==> src/rtl/sevseg_pkg.sv <==
// Shared constants and scan FSM state type for the seven-segment scanner.
package sevseg_pkg;

  localparam int unsigned NUM_DIGITS = 8;
  localparam int unsigned DIGIT_W    = 4;

  typedef enum logic {
    StBlank = 1'b0,
    StShow  = 1'b1
  } scan_state_t;

endpackage

==> src/rtl/sevseg_lz_mask.sv <==
// Combinational leading-zero mask: bit i is cleared when digit i and every digit above it are zero.
module sevseg_lz_mask
  import sevseg_pkg::*;
(
  input  logic [NUM_DIGITS*DIGIT_W-1:0] i_fr_val,
  input  logic                          i_lz_blank,
  output logic [NUM_DIGITS-1:0]         o_mask
);

  // Digit 0 is never suppressed, so an all-zero value still shows one "0".
  always_comb begin
    o_mask = '1;
    for (int i = 1; i < NUM_DIGITS; i++) begin
      if (i_lz_blank && ((i_fr_val >> (DIGIT_W * i)) == '0)) begin
        o_mask[i] = 1'b0;
      end
    end
  end

endmodule

==> src/rtl/sevseg_scan.sv <==
// Eight-digit common-anode scanner with per-slot blanking, tear-free frame latching and
// optional leading-zero suppression. Feeds sevseg_decode via o_nibble.
module sevseg_scan
  import sevseg_pkg::*;
#(
  parameter int unsigned REFRESH_DIV  = 100000,
  parameter int unsigned BLANK_CYCLES = 1000
) (
  input  logic                          i_clk,
  input  logic                          i_rst,
  input  logic [NUM_DIGITS*DIGIT_W-1:0] i_value,
  input  logic [NUM_DIGITS-1:0]         i_value_dp,
  input  logic                          i_value_valid,
  input  logic [NUM_DIGITS-1:0]         i_digit_en,
  input  logic                          i_lz_blank,
  output logic [NUM_DIGITS-1:0]         o_an,
  output logic [DIGIT_W-1:0]            o_nibble,
  output logic                          o_dp_n,
  output logic [$clog2(NUM_DIGITS)-1:0] o_digit_idx,
  output logic                          o_frame_start
);

  localparam int unsigned CntW = (REFRESH_DIV > 1) ? $clog2(REFRESH_DIV) : 1;
  localparam int unsigned IdxW = $clog2(NUM_DIGITS);
  localparam int unsigned ValW = NUM_DIGITS * DIGIT_W;
  localparam logic [CntW-1:0] CntLast   = CntW'(REFRESH_DIV - 1);
  localparam logic [CntW-1:0] BlankLast = CntW'(BLANK_CYCLES - 1);

  scan_state_t           r_state, w_state_d;
  logic [CntW-1:0]       r_cnt, w_cnt_d;
  logic [IdxW-1:0]       r_idx, w_idx_d;
  logic [ValW-1:0]       r_sh_val, w_sh_val_d, r_fr_val, w_fr_val_d;
  logic [NUM_DIGITS-1:0] r_sh_dp, w_sh_dp_d, r_fr_dp, w_fr_dp_d;
  logic [NUM_DIGITS-1:0] r_an, w_an_d;
  logic [DIGIT_W-1:0]    r_nibble, w_nibble_d;
  logic                  r_dp_n, w_dp_n_d;
  logic                  r_frame_start, w_frame_start_d;
  logic                  w_tc, w_wrap;
  logic [NUM_DIGITS-1:0] w_lz_mask, w_visible;

  sevseg_lz_mask u_lz_mask (
    .i_fr_val  (r_fr_val),
    .i_lz_blank(i_lz_blank),
    .o_mask    (w_lz_mask)
  );

  assign w_visible = i_digit_en & w_lz_mask;

  always_comb begin
    w_tc       = (r_cnt == CntLast);
    w_wrap     = w_tc && (r_idx == IdxW'(NUM_DIGITS - 1));
    w_cnt_d    = w_tc ? '0 : r_cnt + CntW'(1);
    w_idx_d    = w_tc ? r_idx + IdxW'(1) : r_idx;
    w_sh_val_d = i_value_valid ? i_value : r_sh_val;
    w_sh_dp_d  = i_value_valid ? i_value_dp : r_sh_dp;
    // A strobe on the wrap edge bypasses the shadow straight into the new frame.
    w_fr_val_d = w_wrap ? w_sh_val_d : r_fr_val;
    w_fr_dp_d  = w_wrap ? w_sh_dp_d : r_fr_dp;
    w_frame_start_d = w_wrap;

    w_state_d  = r_state;
    w_an_d     = r_an;
    w_nibble_d = r_nibble;
    w_dp_n_d   = r_dp_n;

    if (w_tc) begin
      w_state_d  = StBlank;
      w_an_d     = '1;
      w_nibble_d = w_fr_val_d[DIGIT_W*w_idx_d +: DIGIT_W];
      w_dp_n_d   = ~w_fr_dp_d[w_idx_d];
    end else begin
      unique case (r_state)
        StBlank: begin
          if (r_cnt == BlankLast) begin
            w_state_d = StShow;
            w_an_d    = w_visible[r_idx] ? ~(NUM_DIGITS'(1) << r_idx) : '1;
          end
        end
        StShow: ;
        default: w_state_d = StBlank;
      endcase
    end
  end

  always_ff @(posedge i_clk or posedge i_rst) begin
    if (i_rst) begin
      r_state       <= StBlank;
      r_cnt         <= '0;
      r_idx         <= '0;
      r_sh_val      <= '0;
      r_sh_dp       <= '0;
      r_fr_val      <= '0;
      r_fr_dp       <= '0;
      r_an          <= '1;
      r_nibble      <= '0;
      r_dp_n        <= 1'b1;
      r_frame_start <= 1'b0;
    end else begin
      r_state       <= w_state_d;
      r_cnt         <= w_cnt_d;
      r_idx         <= w_idx_d;
      r_sh_val      <= w_sh_val_d;
      r_sh_dp       <= w_sh_dp_d;
      r_fr_val      <= w_fr_val_d;
      r_fr_dp       <= w_fr_dp_d;
      r_an          <= w_an_d;
      r_nibble      <= w_nibble_d;
      r_dp_n        <= w_dp_n_d;
      r_frame_start <= w_frame_start_d;
    end
  end

  assign o_an          = r_an;
  assign o_nibble      = r_nibble;
  assign o_dp_n        = r_dp_n;
  assign o_digit_idx   = r_idx;
  assign o_frame_start = r_frame_start;

endmodule
==> config.mk <==
export PLATFORM = sky130hd
export DESIGN_NAME = sevseg_scan
export DESIGN_NICKNAME = d
export VERILOG_FILES = /design/src/rtl/sevseg_pkg.sv /design/src/rtl/sevseg_lz_mask.sv /design/src/rtl/sevseg_scan.sv
export SDC_FILE = /design/constraint.sdc
export NUM_CORES = 1
export LEC_CHECK = 0
export BUFFER_PORTS_ARGS = -buffer_cell sky130_fd_sc_hd__buf_2
export CORE_MARGIN = 3
export CORE_UTILIZATION = 44
export DETAILED_ROUTE_END_ITERATION = 6
export GPL_TIMING_DRIVEN = 0
export PLACE_DENSITY = 0.73
export SYNTH_ARGS = -nofsm -noshare
export SYNTH_HDL_FRONTEND = slang
export SYNTH_HIERARCHICAL = 1
export SYNTH_SLANG_ARGS = --single-unit
==> constraint.sdc <==
create_clock -name i_clk -period 3.65 [get_ports i_clk]
set_input_delay 0 -clock i_clk [delete_from_list [all_inputs] [get_ports i_clk]]
set_output_delay 0 -clock i_clk [all_outputs]
set_load 0.01 [all_outputs]
==> flow_metrics.tcl <==
set metrics [dict create \
    cts.sinks 115 \
    synth.lib_cells_used.distinct 62 \
    hp-class "in -> reg" \
    drc 0 \
    grt_pass1_vias 4530 \
    crit_path_end_kind "flop" \
    cp_data_arrival_time_ns 3.34 \
    rsz0062_at_grt "false" \
    rows 40 \
    clock_skew_ns 0.009462 \
    grt_usage_pct 20.66 \
    drv_slew 0 \
    yosysSeqAreaShare_pct 52.28 \
    comb_power_share_pct 6.4 \
    tritoncts "yes" \
    grt_max_degree 62 \
    crit_slowest_cell "buf_1" \
    dr.pass1.iters 5 \
    placed_cells 726 \
    power.internal_mw 2.839 \
    die_x_um 118.1 \
    status "completed" \
    r2r-end "o_nibble[0]$_DFFE_PP0N_" \
    vias_per_cell 5.472 \
    dpl.hpwl_um 9692 \
    yosys_warnings 6 \
    root_buffer "clkbuf_16" \
    p_per_area_nw_per_um2 487.6 \
    final_nets 679 \
    r2r_start "o_digit_idx[0]$_DFF_PP0_" \
    instances_no_fill 801 \
    num_vias 4383 \
    clkPwrFrac_pct 55.1 \
    min_to "r_fr_dp[6]$_DFF_PP0_" \
    drv_cap 0 \
    die_h_um 118.1 \
    wl_per_cell_um 17.44 \
    p_leak_nw 3.288 \
    hold_viol_final 0 \
    synth_fp_nets 548 \
    cts_inserted_buffers 17 \
    areaGrowthSynthToFinish_pct 31.02 \
    grt_overflow 0 \
    path_class "reg -> reg" \
    postRouteAntennaNets 0 \
    start_kind "flop" \
    clkTransAtPathRegs_ns 0.06 \
    fmax_ghz 0.3279 \
    clockBufferDepth 2 \
    routabilityCongestion 0.8975 \
    path_cells "inv_2 -> buf_1 -> ha_1 -> clkbuf_1 -> inv_1 -> nor2_1 -> nand3_1 -> a211oi_1 -> o21ai_1" \
    worst-path-max-fanout 11 \
    fin_crit_sh_pct 83.56 \
    port_buffers 68 \
    ys.flop_type "dfrtp_1" \
    fin_setup_tns_ns 0 \
    worst-r2r-setup-slack_ns 0.60 \
    setup_viol 0 \
    syn_inst 489 \
    synth_edf_count 0 \
    p_seq_share_pct 38.6 \
    grt_first_pass_wirelength_um 22730 \
    p_sw_share_pct 19.59 \
    drt_iter0_drc 383 \
    antenna_cells 0 \
    ys_ff_latch 115 \
    async_reset_ff_share_pct 100.0 \
    fin_total_pwr_mw 3.531 \
    min_path_cells 3 \
    ios 69 \
    syn_avg_cell_area_um2 11.30 \
    die_area_um2 13940 \
    clkLatencyLatePin_ns 0.42 \
    vdd_ir_drop_max_mv 0.3774 \
    tightest_slew_ns 0.8062 \
    post_cts_buffers 0 \
    fin_crit_ns 3.050 \
    antenna_found_initial 0 \
    min_from "i_value_valid" \
    required_ns 3.94 \
    p_sw_mw 0.6917 \
    relSlewSlack_pct 46.05 \
    start_util_pct 45.44 \
    max_stage_delay_ns 0.54 \
    htreeDepth 4 \
    drive_gt1_share_pct 30.17 \
    finalWirelength_um 13970 \
    r2r_cells 9 \
    coreArea_um2 12160 \
    syn_area_um2 5527 \
]
## worst max-delay path by stage
| stage | slack [ns] | depth (start not counted) | to | start |
|---|---|---|---|---|
| floorplan | 0.62 | 1 | o_digit_idx[0]$_DFF_PP0_ | i_rst |
| CTS | 0.66 | 9 | o_nibble[0]$_DFFE_PP0N_ | o_digit_idx[0]$_DFF_PP0_ |
| detailed placement | 0.70 | 9 | o_nibble[0]$_DFFE_PP0N_ | o_digit_idx[0]$_DFF_PP0_ |
| finish | 0.60 | 9 | o_nibble[0]$_DFFE_PP0N_ | o_digit_idx[0]$_DFF_PP0_ |
| global placement | -0.49 | 2 | r_sh_val[16]$_DFF_PP0_ | i_rst |
| global route | 0.44 | 9 | o_nibble[0]$_DFFE_PP0N_ | o_digit_idx[0]$_DFF_PP0_ |
## per-layer routing
layer  track usage, %  wire (um)
met1            26.82       6066
met2            32.26       6659
met3            5.574        752
met4            9.597        492
met5                0          0
## critical path: cells and delay by family (launching register included)
| kind | cells | cell delay, ns |
|---|---|---|
| buffers and inverters | 4 | 1.39 |
| DFF | 1 | 0.49 |
| AOI/OAI and AO/OA | 2 | 0.46 |
| and+or+nand+nor | 2 | 0.34 |
| adders and majority gates | 1 | 0.24 |
## power by group through the flow
stage	combinational, mW	sequential, mW	clock, mW
final	0.225	1.36	1.94
after floorplan	0.121	1.37	0
after CTS	0.227	1.36	1.96
after detailed placement	0.189	1.38	0
after global routing	0.250	1.37	2.03
after global placement	0.178	1.38	0
## placed cells by master, fill, tap and decap left out, drive strengths merged, types with 8 or more instances in the layout
cell,count
mux2i,21
a21oi,14
nor2,23
nand2,55
o21ai,26
inv,21
mux2,54
nand3,22
dlygate4sd3,43
xor2,8
clkbuf,34
buf,83
a22oi,11
and3,8
dfstp,9
nor4,9
dfrtp,106
## synth_stat cells, types with 3 or more instances
| master | count | area share [%] |
|---|---|---|
| dfrtp_1 | 106 | 48 |
| nand2_1 | 54 | 3.7 |
| mux2_2 | 52 | 11 |
| o21ai_0 | 24 | 2.2 |
| nor2_1 | 23 | 1.6 |
| mux2i_1 | 21 | 3.8 |
| nand3_1 | 21 | 1.9 |
| inv_1 | 20 | 1.4 |
| a21oi_1 | 14 | 1.3 |
| a22oi_1 | 11 | 1.5 |
| clkbuf_1 | 11 | 0.75 |
| buf_2 | 9 | 0.81 |
| dfstp_2 | 9 | 4.3 |
| and3_1 | 8 | 0.91 |
| xor2_1 | 8 | 1.3 |
| ha_1 | 7 | 1.6 |
| xnor2_1 | 7 | 1.1 |
| a211oi_1 | 6 | 0.81 |
| and2_1 | 5 | 0.57 |
| mux4_2 | 5 | 2.0 |
| nor4_1 | 5 | 0.57 |
| a221oi_1 | 4 | 0.63 |
| a31oi_1 | 3 | 0.34 |
| buf_1 | 3 | 0.20 |
| nor2b_1 | 3 | 0.34 |
| nor3_1 | 3 | 0.27 |
| nor4_2 | 3 | 0.68 |
| nor4b_1 | 3 | 0.48 |
| o2bb2ai_1 | 3 | 0.48 |
## area by class of cell
cell class,instances,area [um2]
repair buffers,112,798.3
clock inverters,9,195.2
plain buffers,25,112.6
clock buffers,23,508.0
multi-input cells,328,2446
well taps,168,210.2
fillers,985,4921
inverters,21,81.33
flip-flops and latches,115,2889
## sequential cells by signal (all words and copies together) (netlist names), 3 cells and up
register	count
r_fr_val	32
o_nibble	4
r_cnt	17
o_an	8
o_digit_idx	3
r_fr_dp	8
r_sh_dp	8
r_sh_val	32
## through the flow
| step | hold WS, ns | instance area (um2) | utilization [%] | worst slack (ns) |
|---|---|---|---|---|
| 2_1_floorplan | 0.1539 | 5527 | - | 0.6208 |
| 3_3_place_gp | 0.2614 | 6077 | 49.97 | -0.4931 |
| 3_5_place_dp | 0.1860 | 6107 | 50.22 | 0.6952 |
| 4_1_cts | 0.05751 | 7241 | 59.54 | 0.6629 |
| 5_1_grt | 0.08591 | 7241 | 59.54 | 0.4373 |
| 6_report | 0.06642 | 7241 | 59.54 | 0.6000 |
## cell families (layout without fill, tap and decap cells)
group	after synthesis	in the layout	share of synthesized area (%)
other	1	1	0.06785
muxes	80	80	16.98
AOI/OAI and AO/OA	80	80	9.351
and+or+nand+nor	145	145	13.90
buffers and inverters	46	190	3.464
xor gates and xnor gates	15	15	2.377
DFF	115	115	52.28
adders and majority gates	7	7	1.585
## repair_timing
action,in CTS,in global routing
hold buffers,43,0
endpoints found under the hold margin,124,0
gates resized for setup,0,0
(Power assumes the default switching activity.)
